File: src/rtl/object_segmenter.sv
// Streaming Cb/Cr skin classifier: per-frame latched thresholds, 1-cycle latency, per-line counts.
// Define SEG_MAJORITY_FILTER_EN to enable the 3-tap horizontal majority filter on the output.
module object_segmenter #(
  parameter int unsigned IMG_WIDTH  = 160,
  parameter int unsigned IMG_HEIGHT = 120
) (
  input  logic       clk,
  input  logic       rst,
  input  logic       frame_start,
  input  logic       pix_valid,
  input  logic [7:0] pix_cb,
  input  logic [7:0] pix_cr,
  input  logic [7:0] cb_min,
  input  logic [7:0] cb_max,
  input  logic [7:0] cr_min,
  input  logic [7:0] cr_max,
  output logic       object_image,
  output logic       obj_valid,
  output logic [7:0] obj_col,
  output logic [7:0] obj_row,
  output logic       line_last,
  output logic [7:0] line_count,
  output logic       frame_done,
  output logic       frame_err
);

  localparam logic [7:0] LastCol = 8'(IMG_WIDTH - 1);
  localparam logic [7:0] LastRow = 8'(IMG_HEIGHT - 1);

  typedef enum logic [0:0] {StIdle, StActive} state_e;

  state_e state_q, state_d;

  logic       accept, restart, frame_err_d;
  logic [7:0] col_q, row_q, cur_col, cur_row;
  logic       at_last_col, at_last_row, line_start;
  logic [7:0] cb_min_q, cb_max_q, cr_min_q, cr_max_q;
  logic [7:0] cb_lo, cb_hi, cr_lo, cr_hi;
  logic       m, obj;
  logic [7:0] acc_q, acc, sum;

  logic       obj_q, valid_q, last_q, done_q, err_q;
  logic [7:0] ocol_q, orow_q, cnt_q;

  // State register
  always_ff @(posedge clk or negedge rst) begin
    if (!rst) state_q <= StIdle;
    else      state_q <= state_d;
  end

  // Next-state logic
  always_comb begin
    state_d = state_q;
    unique case (state_q)
      StIdle:   if (pix_valid && frame_start) state_d = StActive;
      StActive: if (accept && !restart && at_last_col && at_last_row) state_d = StIdle;
      default:  state_d = StIdle;
    endcase
  end

  // FSM outputs
  always_comb begin
    restart     = pix_valid && frame_start;
    accept      = pix_valid && (frame_start || (state_q == StActive));
    frame_err_d = restart && (state_q == StActive);
  end

  // A start pixel is always (0,0) and is classified with the thresholds on its own inputs.
  always_comb begin
    cur_col     = restart ? 8'd0 : col_q;
    cur_row     = restart ? 8'd0 : row_q;
    at_last_col = (cur_col == LastCol);
    at_last_row = (cur_row == LastRow);
    line_start  = (cur_col == 8'd0);
    cb_lo       = restart ? cb_min : cb_min_q;
    cb_hi       = restart ? cb_max : cb_max_q;
    cr_lo       = restart ? cr_min : cr_min_q;
    cr_hi       = restart ? cr_max : cr_max_q;
    m           = (pix_cb >= cb_lo) && (pix_cb <= cb_hi) && (pix_cr >= cr_lo) && (pix_cr <= cr_hi);
  end

`ifdef SEG_MAJORITY_FILTER_EN
  logic h1_q, h2_q, h1, h2;

  // History reads as zero at column 0, which also clears it for every new line.
  always_comb begin
    h1  = line_start ? 1'b0 : h1_q;
    h2  = line_start ? 1'b0 : h2_q;
    obj = (h1 & h2) | (h1 & m) | (h2 & m);
  end

  always_ff @(posedge clk or negedge rst) begin
    if (!rst) begin
      h1_q <= 1'b0;
      h2_q <= 1'b0;
    end else if (accept) begin
      h1_q <= m;
      h2_q <= h1;
    end
  end
`else
  always_comb obj = m;
`endif

  // Saturating object-pixel count for the current line, including this pixel.
  always_comb begin
    acc = line_start ? 8'd0 : acc_q;
    sum = (acc == 8'hFF) ? acc : acc + {7'd0, obj};
  end

  always_ff @(posedge clk or negedge rst) begin
    if (!rst) begin
      col_q    <= 8'd0;
      row_q    <= 8'd0;
      acc_q    <= 8'd0;
      cb_min_q <= 8'd0;
      cb_max_q <= 8'd0;
      cr_min_q <= 8'd0;
      cr_max_q <= 8'd0;
    end else begin
      if (restart) begin
        cb_min_q <= cb_min;
        cb_max_q <= cb_max;
        cr_min_q <= cr_min;
        cr_max_q <= cr_max;
      end
      if (accept) begin
        acc_q <= sum;
        if (at_last_col) begin
          col_q <= 8'd0;
          row_q <= at_last_row ? 8'd0 : cur_row + 8'd1;
        end else begin
          col_q <= cur_col + 8'd1;
          row_q <= cur_row;
        end
      end
    end
  end

  always_ff @(posedge clk or negedge rst) begin
    if (!rst) begin
      obj_q   <= 1'b0;
      valid_q <= 1'b0;
      ocol_q  <= 8'd0;
      orow_q  <= 8'd0;
      last_q  <= 1'b0;
      cnt_q   <= 8'd0;
      done_q  <= 1'b0;
      err_q   <= 1'b0;
    end else begin
      obj_q   <= accept & obj;
      valid_q <= accept;
      ocol_q  <= accept ? cur_col : 8'd0;
      orow_q  <= accept ? cur_row : 8'd0;
      last_q  <= accept & at_last_col;
      cnt_q   <= (accept && at_last_col) ? sum : 8'd0;
      done_q  <= accept & at_last_col & at_last_row & ~restart;
      err_q   <= frame_err_d;
    end
  end

  assign object_image = obj_q;
  assign obj_valid    = valid_q;
  assign obj_col      = ocol_q;
  assign obj_row      = orow_q;
  assign line_last    = last_q;
  assign line_count   = cnt_q;
  assign frame_done   = done_q;
  assign frame_err    = err_q;

endmodule

File: config.mk
export PLATFORM = sky130hd
export DESIGN_NAME = object_segmenter
export DESIGN_NICKNAME = d
export VERILOG_FILES = /design/src/rtl/object_segmenter.sv
export SDC_FILE = /design/constraint.sdc
export NUM_CORES = 1
export LEC_CHECK = 0
export BUFFER_PORTS_ARGS = -buffer_cell sky130_fd_sc_hd__buf_2
export CORE_UTILIZATION = 45
export CTS_BUF_LIST = sky130_fd_sc_hd__clkbuf_8
export DETAILED_ROUTE_END_ITERATION = 7
export GPL_TIMING_DRIVEN = 0
export PLACE_DENSITY_LB_ADDON = 0.25
export RECOVER_POWER = 50
export SLEW_MARGIN = 30
export SYNTH_ARGS = -nofsm -noshare
export SYNTH_HDL_FRONTEND = slang
export SYNTH_SLANG_ARGS = --single-unit
File: constraint.sdc
create_clock -name clk -period 4.7 [get_ports clk]
set_input_delay 0.47 -clock clk [delete_from_list [all_inputs] [get_ports clk]]
set_output_delay 0.47 -clock clk [all_outputs]
set_load 0.005 [all_outputs]
* Yosys cells after proc, flatten, opt, wreduce, memory -nomap -nowiden
Index checks and enable logic that the tools add are counted.
** Storage, ports and cells
- Register bits :: 86
- Bits of input ports :: 52
- Word-level logic and storage cells :: 62
** Operators by class
- Add/sub/neg operators :: 3
- Order comparisons :: 4
- Equal/unequal tests :: 3
- Multiplexer cells :: 17
- Bitwise gates (word level) :: 6
- Reduce and logical (&&, ||, !) cells :: 13
** Operators with widths (number)
- 8-bit two-way mux :: 14
- 8-bit by 1-bit adder with 8-bit output, second input constant :: 2
- 8-bit equality test, second input constant :: 2
- 8-bit greater-or-equal comparator :: 2
- 8-bit less-or-equal comparator :: 2
- 1-bit logical AND :: 10
- 8-bit by 1-bit adder with 8-bit output :: 1
- 8-bit by 7-bit equality test with 1-bit output, second input constant :: 1
- 8-bit logical NOT :: 1
- 1-bit AND :: 4
- 1-bit two-way mux :: 2
- 1-bit NOT :: 2
- 1-bit case mux with 2 select lines :: 1
- 1-bit logical NOT :: 1
- 1-bit logical OR :: 1

* Depth between registers and ports, before layout
Gate-level depths: netlist of run 1.
- Depth after elaboration :: 9
- Gate-level depth with buffers :: 19
- Mapped depth without buffers :: 17

* Worst setup path before layout of run 1
Ideal clock, no wire load.
- Path kind :: input -> register
- Start point :: in pix_valid
- End point :: reg acc_q[6]
- Setup time :: 0.119 ns
- Data arrival time :: 3.701 ns
- Required time :: 4.581 ns
- Slack :: 0.880 ns
- Stages :: 17
- Path buffers :: 2
- Path through :: nand2_1 clkbuf_1 buf_2 mux2i_1 ha_1 and3_1 a221o_1 a21oi_1 a31oi_1 nor3_1 ha_1 ha_1 and3_1 and3_1 nand3_1 a21oi_1 nor2_1
** Between the ends
- Word-level cells in the longest chain between the ends :: 8
- Elaborated cells between the ends (all ways) :: 19
** RTL lines
- start, declared :: RTL line 10 : input logic pix_valid,
- 1-bit logical AND :: RTL line 63 : restart = pix_valid && frame_start;
- 8-bit two-way mux (on tied branches) :: RTL line 75, 76
- 8-bit greater-or-equal comparator / 8-bit less-or-equal comparator (equally long branches) :: RTL line 79 : m = (pix_cb >= cb_lo) && (pix_cb <= cb_hi) && (pix_cr >= cr_lo) && (pix_cr <= cr_hi);
- 1-bit logical AND (3 in a row) :: RTL line 79
- 8-bit by 1-bit adder with 8-bit output :: RTL line 108 : sum = (acc == 8'hFF) ? acc : acc + {7'd0, obj};
- 8-bit two-way mux :: RTL line 108
- end signal, assigned :: RTL line 128 : acc_q <= sum;
- end, declared :: RTL line 40 : logic [7:0] acc_q, acc, sum;
Several ways; a longest one is shown, not always the timed one.
A chain may end at the register's enable or synchronous reset.

* Worst setup path in the final report of run 1
Ends and elaborated chain as after synthesis.

==> qor.yml, run 1 <==
status:
  run_status: "finished, violations left"
  violations: "max-capacitance violations, max-slew violations"
synthesis:
  synth_cell_type_count: 45
  async_reset_ff_frac: 1.00
  synth_area_per_cell_um2: 9.95
  number_of_synthesized_flops_with_an_enable_pin: 0
  seq_area_frac_synth: 0.496
  syn_area_um2: 4340
  synth-main-ff-cell: "sky130_fd_sc_hd__dfrtp_1"
  postSynthRegisterBits: 86
  ys.warnings.count: 0
  synth_fp_nets: 525
  postSynthCellCount: 436
finish:
  post_route_cells_drive_above_1_share: 0.194
  fin_nets: 617
  area.growth.synth_to_final_pct: 18.4
  mostFrequentLayoutCells: "86 x sky130_fd_sc_hd__dfrtp_1, 82 x sky130_fd_sc_hd__buf_2, 50 x sky130_fd_sc_hd__nand2_1"
  num-fill-cells: 897
  most_common_library_cell_in_the_layout_ignoring_fill_and_taps: "sky130_fd_sc_hd__dfrtp_1"
  antenna-diode-count: 0
timing:
  max_freq_mhz: 234
  tightestPinTransition_ps: 2070
  slew_headroom: -0.381
  timing_hold_violations_final: 0
  finalSetupViolations: 0
  timing.setup.tns_ps: 0
  post-route-period-util: 0.908
  rsz0062_at_grt: "no"
  timing.hold.ws_ps: 339
  timing_max_transition_violations_final: 89
  post-route-min-period_ps: 4270
  finalClockSkew_ps: 9.57
worst_setup_path:
  critPathLaunch: "pix_valid"
  regToRegStartpoint: "cb_max_q[2]"
  critical_path_peak_fanout: 10
  cp-start-kind: "input pin"
  worst_ep_required_time_ps: 4940
  timing_worst_setup_path_type: "input pin to flop"
  crit_arrival_ps: 4510
  setup.worst_path.end_class: "flop"
route:
  ant_nets: 0
  wl_mm: 9.21
  drc_errors: 0
  route.vias.total: 3454
  wl_per_cell_um: 13.9
  dr.pass1.iters: 4
  drt-vias-per-instance: 5.23
  initialDrtViolationCount: 113
floorplan:
  num_rows: 35
  vertical_die_dimension_um: 100
  initial_core_util: 0.467
  num_io_pins: 81
  area_of_the_core_um2: 9280
  floorplan.die_area_um2: 10000
  die_x_um: 100
cts:
  post-cts-setup-buffer-count: 0
  cts_sinks: 86
  cts.htree.levels: 3
  path_clk_slew_ps: 80
  clock_buffer_count_from_cts: 9
  ctsRootBufferMaster: "sky130_fd_sc_hd__clkbuf_8"
  clockBufferDepth: 2
  tritoncts: "done"
  worst_skew_pair_latency_ps: 350
  cts_hold_buffers: 0
pwr:
  vdd_drop_max_v: 0.000138
  p_leak_nw: 2.83
  powerDensity_nw_per_um2: 335
grt:
  grt_overflow: 0
  grt_pass1_vias: 3388
  global_route_wire_length_before_repair_mm: 15.6
  global_route.usage.total: 0.198
  grt_start_max_net_pins: 47
  grt_antenna_before_repair: 0
place:
  finalWeightedCongestion: 0.922
  hpwl_mm: 6.89
  io_buffers: 80
worst_hold_path:
  worstHoldStart: "cb_min[5]"
  hold_class: "input pin to flop"
flow_run:
  drv_cap: 2
[path summary, 6_finish.rpt]
| kind | cells after the start | slack (ps) | to |
|---|---|---|---|
| setup / recovery | 18 | 430 | acc_q[6] |
| min in group asynchronous | 1 | 710 | obj_row[1] |
| hold reg to reg | 2 | 480 | cr_max_q[7] |
| hold / removal | 3 | 340 | cb_min_q[5] |
| max in group asynchronous | 2 | 1110 | cb_max_q[3] |
| setup reg to reg | 14 | 1290 | acc_q[6] |
[worst max-delay path, stage by stage]
cell                       delay (ps)
sky130_fd_sc_hd__buf_2            140
sky130_fd_sc_hd__nand2_1          200
sky130_fd_sc_hd__clkbuf_2         310
sky130_fd_sc_hd__buf_2            360
sky130_fd_sc_hd__mux2i_1          290
sky130_fd_sc_hd__ha_1             280
sky130_fd_sc_hd__and3_1           200
sky130_fd_sc_hd__a221o_1          350
sky130_fd_sc_hd__a21oi_1          140
sky130_fd_sc_hd__a31oi_1           70
sky130_fd_sc_hd__nor3_1           350
sky130_fd_sc_hd__ha_1             280
sky130_fd_sc_hd__ha_1             250
sky130_fd_sc_hd__and3_1           260
sky130_fd_sc_hd__and3_1           220
sky130_fd_sc_hd__nand3_1          110
sky130_fd_sc_hd__a21oi_1          160
sky130_fd_sc_hd__nor2_1            60
[report_power, final]
part / leakage, nW / switching [mW] / internal [mW]
combinational: 1.61 / 0.184 / 0.130
clock: 0.113 / 0.248 / 0.324
sequential: 1.11 / 0.0345 / 0.801
total: 2.83 / 0.466 / 1.26
[synthesized netlist by cell type (2+ instances only)]
cell | number | area share
sky130_fd_sc_hd__a211oi_1 | 4 | 0.0069
sky130_fd_sc_hd__a21boi_0 | 2 | 0.0035
sky130_fd_sc_hd__a21o_1 | 3 | 0.0052
sky130_fd_sc_hd__a21oi_1 | 27 | 0.031
sky130_fd_sc_hd__a31oi_1 | 7 | 0.010
sky130_fd_sc_hd__and2_1 | 7 | 0.010
sky130_fd_sc_hd__and3_1 | 24 | 0.035
sky130_fd_sc_hd__and4_1 | 3 | 0.0061
sky130_fd_sc_hd__buf_2 | 3 | 0.0035
sky130_fd_sc_hd__clkbuf_1 | 11 | 0.0095
sky130_fd_sc_hd__dfrtp_1 | 86 | 0.50
sky130_fd_sc_hd__ha_1 | 37 | 0.11
sky130_fd_sc_hd__inv_1 | 36 | 0.031
sky130_fd_sc_hd__mux2i_1 | 24 | 0.055
sky130_fd_sc_hd__nand2_1 | 50 | 0.043
sky130_fd_sc_hd__nand2b_1 | 2 | 0.0029
sky130_fd_sc_hd__nand3_1 | 10 | 0.012
sky130_fd_sc_hd__nand4_1 | 11 | 0.016
sky130_fd_sc_hd__nor2_1 | 34 | 0.029
sky130_fd_sc_hd__nor3_1 | 5 | 0.0058
sky130_fd_sc_hd__nor4_1 | 5 | 0.0072
sky130_fd_sc_hd__o21a_1 | 2 | 0.0035
sky130_fd_sc_hd__o21ai_0 | 17 | 0.020
sky130_fd_sc_hd__xnor2_1 | 3 | 0.0061
sky130_fd_sc_hd__xor2_1 | 3 | 0.0061
[flip-flops by register name (all words and copies together) (netlist names)]
register      cells
cb_min_q          8
cr_min_q          8
frame_done        1
state_q           1
object_image      1
acc_q             8
obj_valid         1
row_q             8
obj_col           8
col_q             8
line_count        8
line_last         1
cb_max_q          8
frame_err         1
obj_row           8
cr_max_q          8
[layout make-up]
class | count | area (um2) | area share
tap | 129 | 161 | 0.0314
clock buffer | 11 | 151 | 0.0295
clock inverter | 4 | 71.3 | 0.0139
sequential | 86 | 2150 | 0.419
buffer | 15 | 68.8 | 0.0134
multi-input combinational | 298 | 1980 | 0.385
timing repair buffer | 81 | 412 | 0.0802
inverter | 37 | 139 | 0.0270
[layer usage]
metal	vias to the layer above	share of wire	GRT usage
met5	-	0	0
met4	0	0.016	0.0881
met3	14	0.067	0.0432
met2	111	0.47	0.316
met1	1628	0.45	0.259
li1	1701	-	-
[kinds of logic (layout without fill, tap and decap cells)]
| family | Yosys count | after routing | synth area share |
|---|---|---|---|
| xor+xnor | 6 | 6 | 0.0121 |
| flops | 86 | 86 | 0.496 |
| mux | 25 | 25 | 0.0580 |
| buf+inv | 52 | 148 | 0.0476 |
| simple gates | 156 | 156 | 0.176 |
| fa+ha+maj | 37 | 37 | 0.107 |
| compound gates | 74 | 74 | 0.103 |
[repair_timing]
item                       4_1_cts  5_1_grt
resized for setup                0        2
setup endpoints to repair        0        2
hold endpoints to repair         0        0
[metrics by stage]
stage	util	setup slack [ps]	instance area, um2	total power, mW	cells
global route	0.553	99.6	5130	1.83	661
floorplan	-	880	4340	1.05	436
detailed placement	0.531	-123	4930	1.17	646
global placement	0.528	-56.4	4900	1.15	645
CTS	0.555	233	5160	1.75	661
finish	0.553	432	5130	1.72	661
No activity file was read; power rests on OpenSTA's default activity.
==> run 2, diff against run 1 <==
--- a/config.mk
+++ b/config.mk
@@ -6,6 +6,7 @@
 export NUM_CORES = 1
 export LEC_CHECK = 0
 export BUFFER_PORTS_ARGS = -buffer_cell sky130_fd_sc_hd__buf_2
+export CORE_MARGIN = 10
 export CORE_UTILIZATION = 45
 export CTS_BUF_LIST = sky130_fd_sc_hd__clkbuf_8
 export DETAILED_ROUTE_END_ITERATION = 7
==> run 2 against run 1 <==
Against the previous run: the run still ends with max-capacitance violations, max-slew violations left; core utilization down 0.22 points; highest routed layer unchanged; cell count up 0.15%; first-iteration DRC count up 80%; global-route usage down 5.1 points; power up 4.0%; fmax down 0.90%; critical path type unchanged; via count down 0.67%.
==> qor.yml, run 2 (synthesis gave the netlist of run 1 again) <==
status:
  run_status: "finished, violations left"
  violations: "max-capacitance violations, max-slew violations"
timing:
  finalClockSkew_ps: 10.5
  rsz0062_at_grt: "no"
  timing_max_transition_violations_final: 89
  timing.hold.ws_ps: 338
  max_freq_mhz: 232
  layout_setup_ws_ps: 393
  post-route-min-period_ps: 4310
  timing_hold_violations_final: 0
  finalSetupViolations: 0
  slew_headroom: -0.519
  tightestPinTransition_ps: 2280
  post-route-period-util: 0.916
finish:
  area.growth.synth_to_final_pct: 18.5
  multi_input_comb_area_um2: 1980
  layout.area.seq_um2: 2150
  mostFrequentLayoutCells: "86 x sky130_fd_sc_hd__dfrtp_1, 75 x sky130_fd_sc_hd__buf_2, 50 x sky130_fd_sc_hd__nand2_1"
  antenna-diode-count: 0
  num-fill-cells: 854
  fin_nets: 617
  final_area_um2: 5140
  post_route_cells_drive_above_1_share: 0.184
  most_common_library_cell_in_the_layout_ignoring_fill_and_taps: "sky130_fd_sc_hd__dfrtp_1"
pwr:
  powerDensity_nw_per_um2: 348
  p_leak_nw: 2.80
  vdd_drop_max_v: 0.000174
grt:
  grt_antenna_before_repair: 0
  grt_start_max_net_pins: 45
  grt_pass1_vias: 3495
  global_route_wire_length_before_repair_mm: 17.1
  grt_overflow: 0
  global_route.usage.total: 0.147
route:
  drc_errors: 0
  route.vias.total: 3431
  wl_per_cell_um: 15.4
  drt-vias-per-instance: 5.18
  ant_nets: 0
  dr.pass1.iters: 5
  initialDrtViolationCount: 203
  wl_mm: 10.2
cts:
  path_clk_slew_ps: 80
  tritoncts: "done"
  post-cts-setup-buffer-count: 0
  cts_sinks: 86
  clockBufferDepth: 2
  cts_hold_buffers: 0
  worst_skew_pair_latency_ps: 360
  clock_buffer_count_from_cts: 9
  ctsRootBufferMaster: "sky130_fd_sc_hd__clkbuf_8"
  cts.htree.levels: 3
floorplan:
  num_rows: 35
  area_of_the_core_um2: 9330
  vertical_die_dimension_um: 118
  initial_core_util: 0.465
  floorplan.die_area_um2: 14000
  die_x_um: 118
  num_io_pins: 81
worst_setup_path:
  worst_ep_required_time_ps: 4950
  cp-start-kind: "input pin"
  worst_setup_path_endpoint: "acc_q[6]"
  crit_arrival_ps: 4550
  critPathLaunch: "pix_valid"
  r2r_slack_ps: 1310
  reg2reg_to: "acc_q[6]"
  setup.worst_path.end_class: "flop"
  critical_path_peak_fanout: 10
  regToRegStartpoint: "cb_min_q[0]"
  worst-r2r-cell-count: 15
  timing_worst_setup_path_type: "input pin to flop"
place:
  hpwl_mm: 7.67
  io_buffers: 80
  finalWeightedCongestion: 0.869
  placement.setup.worst_slack_ps: -80.7
  dpl-instance-area_um2: 4930
flow_run:
  drv_cap: 2
worst_hold_path:
  hold_class: "input pin to flop"
==> run 2: cell count changes in the layout (fill, tap and decap cells not counted) <==
cell	change
sky130_fd_sc_hd__buf_2	-7
sky130_fd_sc_hd__dlymetal6s4s_1	-1
sky130_fd_sc_hd__clkinv_2	+1
sky130_fd_sc_hd__bufinv_16	+1
sky130_fd_sc_hd__inv_6	+2
sky130_fd_sc_hd__clkbuf_8	-2
sky130_fd_sc_hd__clkbuf_1	+8
sky130_fd_sc_hd__inv_1	-1
==> run 2: through the flow <==
stage | power [mW] | util | setup TNS, ps | instances
floorplan | 1.05 | - | 0 | 436
global placement | 1.16 | 0.525 | -73.0 | 645
detailed placement | 1.17 | 0.528 | -93.4 | 646
CTS | 1.81 | 0.554 | 0 | 662
global route | 1.89 | 0.551 | 0 | 662
finish | 1.79 | 0.551 | 0 | 662
==> run 2: timing repair <==
item	CTS	global route
endpoints found under the setup margin	0	1
resized for setup	0	2
endpoints found under the hold margin	0	0
==> run 2: cell type report <==
type / count / area share
buffer: 15 / 0.0134
clock buffer: 9 / 0.0241
clock inverter: 7 / 0.0234
inverter: 37 / 0.0270
multi-input combinational: 298 / 0.385
sequential: 86 / 0.419
tap: 129 / 0.0314
timing repair buffer: 81 / 0.0767
==> run 2: worst min path at each step <==
| stage | from | end | slack [ps] | cells past startpoint |
|---|---|---|---|---|
| 2_1_floorplan | rst | acc_q[0] | 170 | 0 |
| 3_3_place_gp | cr_max_q[7] | cr_max_q[7] | 460 | 2 |
| 5_1_grt | cr_min[0] | cr_min_q[0] | 330 | 3 |
| 4_1_cts | rst | line_count[2] | 20 | 1 |
| 6_report | cb_max[5] | cb_max_q[5] | 340 | 3 |
| 3_5_place_dp | rst | obj_row[0] | 410 | 1 |
==> run 2: power by group <==
part / total, mW / leakage, nW / switching (mW) / internal, mW
Combinational: 0.316 / 1.57 / 0.187 / 0.130
Clock: 0.637 / 0.120 / 0.281 / 0.356
Sequential: 0.837 / 1.11 / 0.0357 / 0.801
==> run 2: metal layers <==
layer | part of all wire | global-route usage | vias to the layer above
li1 | - | - | 1702
met1 | 0.46 | 0.192 | 1580
met2 | 0.45 | 0.221 | 132
met3 | 0.077 | 0.0514 | 17
met4 | 0.015 | 0.0479 | 0
met5 | 0 | 0 | -
==> run 2: critical path, stage by stage <==
cell	delay [ps]
sky130_fd_sc_hd__clkbuf_1	180
sky130_fd_sc_hd__nand2_1	240
sky130_fd_sc_hd__clkbuf_2	310
sky130_fd_sc_hd__buf_2	360
sky130_fd_sc_hd__mux2i_1	290
sky130_fd_sc_hd__ha_1	280
sky130_fd_sc_hd__and3_1	200
sky130_fd_sc_hd__a221o_1	350
sky130_fd_sc_hd__a21oi_1	150
sky130_fd_sc_hd__a31oi_1	80
sky130_fd_sc_hd__nor3_1	350
sky130_fd_sc_hd__ha_1	280
sky130_fd_sc_hd__ha_1	240
sky130_fd_sc_hd__and3_1	240
sky130_fd_sc_hd__and3_1	220
sky130_fd_sc_hd__nand3_1	100
sky130_fd_sc_hd__a21oi_1	150
sky130_fd_sc_hd__nor2_1	60
==> run 3, diff against run 2 <==
==> constraint.sdc (replaced) <==
create_clock -name clk -period 4.7 [get_ports clk]
set_input_delay 1.41 -clock clk [delete_from_list [all_inputs] [get_ports clk]]
set_output_delay 1.41 -clock clk [all_outputs]
set_load 0.005 [all_outputs]
==> run 3 against run 2 <==
Against the previous run: the flow still finishes with violations (max-capacitance violations, max-slew violations); fmax is 4.2% lower; highest routed layer unchanged; global-route usage is 0.17 points lower; combinational power is 7.6% higher; worst setup slack worse by 190 ps; clock-buffer cell count is 1 higher; critical path type unchanged; critical path depth stayed put; clock skew is 2.4 ps higher; power is 4.2% lower; die area stayed put; cell area is 1.7% higher; cell count stayed put; core utilization is 0.94 points higher.
==> qor.yml, run 3 (synthesis gave the netlist of run 1 again) <==
place:
  hpwl_mm: 7.65
  finalWeightedCongestion: 0.902
  io_buffers: 80
pwr:
  finalPower_mw: 1.72
  internal-power_mw: 1.21
  powerDensity_nw_per_um2: 328
  portion_of_total_power_attributed_to_sequential_cells: 0.488
  p_leak_nw: 2.84
  combinational_share_of_power: 0.198
  power.switching_fraction: 0.296
  clock_power_share: 0.314
  net_switching_power_figure_mw: 0.508
  vdd_drop_max_v: 0.000218
worst_setup_path:
  critical_path_depth: 18
  critPathSlowestCell: "sky130_fd_sc_hd__a221o_1"
  critical_path_buf_inv_count: 3
  worst-r2r-cell-count: 14
  worst_ep_required_time_ps: 4940
  critical_path_peak_fanout: 10
  timing_worst_setup_path_type: "input pin to flop"
  cp-start-kind: "input pin"
  critical_path.max_stage_delay_ps: 350
  cpLargestDelayFamily: "simple AND/OR/NAND/NOR gates"
  setup.worst_path.end_class: "flop"
  critical_path.cell_chain: "buf_2 > nand2_4 > clkbuf_8 > buf_12 > mux2i_4 > ha_1 > and3_1 > a221o_1 > a21oi_1 > a31oi_1 > nor3_4 > ha_2 > ha_2 > and3_4 > and3_1 > nand3_1 > a21oi_1 > nor2_1"
  crit_arrival_ps: 4730
finish:
  num-fill-cells: 845
  mostFrequentLayoutCells: "86 x sky130_fd_sc_hd__dfrtp_1, 81 x sky130_fd_sc_hd__buf_2, 49 x sky130_fd_sc_hd__nand2_1"
  antenna-diode-count: 0
  multi_input_comb_area_um2: 2050
  postLayoutCoreUtil: 0.560
  area.growth.synth_to_final_pct: 20.5
  most_common_library_cell_in_the_layout_ignoring_fill_and_taps: "sky130_fd_sc_hd__dfrtp_1"
  post_route_cells_drive_above_1_share: 0.227
  fin_nets: 617
  layout.area.seq_um2: 2150
route:
  drc_errors: 0
  route.vias.total: 3475
  drt-vias-per-instance: 5.25
  wl_per_cell_um: 15.2
  dr.pass1.iters: 4
  wl_mm: 10.1
  initialDrtViolationCount: 179
  ant_nets: 0
timing:
  finalClockSkew_ps: 12.9
  post-route-period-util: 0.956
  slew_headroom: -0.440
  finalSetupViolations: 0
  post-route-min-period_ps: 4500
  tightestPinTransition_ps: 2160
  timing.setup.tns_ps: 0
  timing_hold_violations_final: 0
  max_freq_mhz: 222
  timing_max_transition_violations_final: 44
worst_hold_path:
  worstHoldPathCells: 2
  hold_class: "flop to flop"
floorplan:
  num_io_pins: 81
  num_rows: 35
  area_of_the_core_um2: 9330
  die_x_um: 118
  floorplan.die_area_um2: 14000
  vertical_die_dimension_um: 118
  initial_core_util: 0.465
grt:
  global_route_wire_length_before_repair_mm: 17.3
  grt_pass1_vias: 3623
  grt_overflow: 0
  global_route.usage.total: 0.145
  grt_antenna_before_repair: 0
  grt_start_max_net_pins: 45
cts:
  ctsRootBufferMaster: "sky130_fd_sc_hd__clkbuf_8"
  cts_sinks: 86
  cts.htree.levels: 3
  path_clk_slew_ps: 80
  worst_skew_pair_latency_ps: 350
  clockBufferDepth: 2
  clock_buffer_count_from_cts: 9
  tritoncts: "done"
status:
  run_status: "finished, violations left"
  violations: "max-capacitance violations, max-slew violations"
flow_run:
  drv_cap: 1
==> run 3: cell count changes in the layout (fill, tap and decap cells not counted), moves of 2 or more <==
cell,previous run,this run
sky130_fd_sc_hd__ha_2,0,2
sky130_fd_sc_hd__mux2i_4,0,2
sky130_fd_sc_hd__ha_1,37,35
sky130_fd_sc_hd__buf_4,0,2
sky130_fd_sc_hd__clkbuf_1,19,6
sky130_fd_sc_hd__mux2i_1,24,21
sky130_fd_sc_hd__buf_2,75,81
sky130_fd_sc_hd__clkbuf_8,9,11
sky130_fd_sc_hd__bufinv_16,3,1
sky130_fd_sc_hd__clkbuf_2,1,3
==> run 3: worst paths after layout <==
| check | slack [ps] | end | from |
|---|---|---|---|
| max | 200 | acc_q[6] | pix_valid |
| min | 480 | cr_max_q[7] | cr_max_q[7] |
| max reg2reg | 1600 | acc_q[6] | cb_max_q[2] |
| min reg2reg | 480 | cr_max_q[7] | cr_max_q[7] |
| max in group asynchronous | 1010 | cr_max_q[6] | rst |
| min in group asynchronous | 1680 | obj_row[0] | rst |
==> run 3: timing repair <==
action                                  CTS  global route
pin swaps                                 2             4
setup buffers                             0             1
endpoints found under the setup margin    9             5
hold buffers                              0             0
resized for setup                        12            22
==> run 3: layout make-up <==
class | instances | area share
Sequential cell | 86 | 0.412
Inverter | 37 | 0.0266
Clock buffer | 10 | 0.0263
Tap cell | 129 | 0.0309
Multi-Input combinational cell | 298 | 0.392
Timing Repair Buffer | 82 | 0.0788
Clock inverter | 6 | 0.0132
Buffer | 14 | 0.0203
==> run 3: power groups by stage <==
stage / Sequential, mW / Combinational [mW] / Clock [mW]
after floorplan: 0.841 / 0.212 / 0
after global placement: 0.847 / 0.309 / 0
after detailed placement: 0.850 / 0.324 / 0
after CTS: 0.836 / 0.331 / 0.552
after global routing: 0.847 / 0.391 / 0.582
final: 0.837 / 0.340 / 0.539
==> run 3: metal layers <==
metal / share of wire / global-route usage / up-vias
met5: 0 / 0 / -
met2: 0.47 / 0.237 / 121
met4: 0.011 / 0.0371 / 0
met3: 0.073 / 0.0400 / 14
met1: 0.44 / 0.185 / 1637
li1: - / - / 1703
==> run 3: through the flow <==
| stage | hold slack [ps] | setup slack (ps) | area (um2) | std cells |
|---|---|---|---|---|
| CTS | 486 | 7.40 | 5170 | 661 |
| floorplan | 441 | 77.8 | 4340 | 436 |
| global route | 521 | -30.4 | 5230 | 662 |
| detailed placement | 467 | -833 | 4930 | 646 |
| global placement | 458 | -776 | 4900 | 645 |
| finish | 476 | 205 | 5230 | 662 |
==> run 3: tightest hold or removal path: stages, from the launching register on <==
cell and delay [ps]:
sky130_fd_sc_hd__dfrtp_1 330, sky130_fd_sc_hd__nand2_1 40, sky130_fd_sc_hd__nand2_1 70
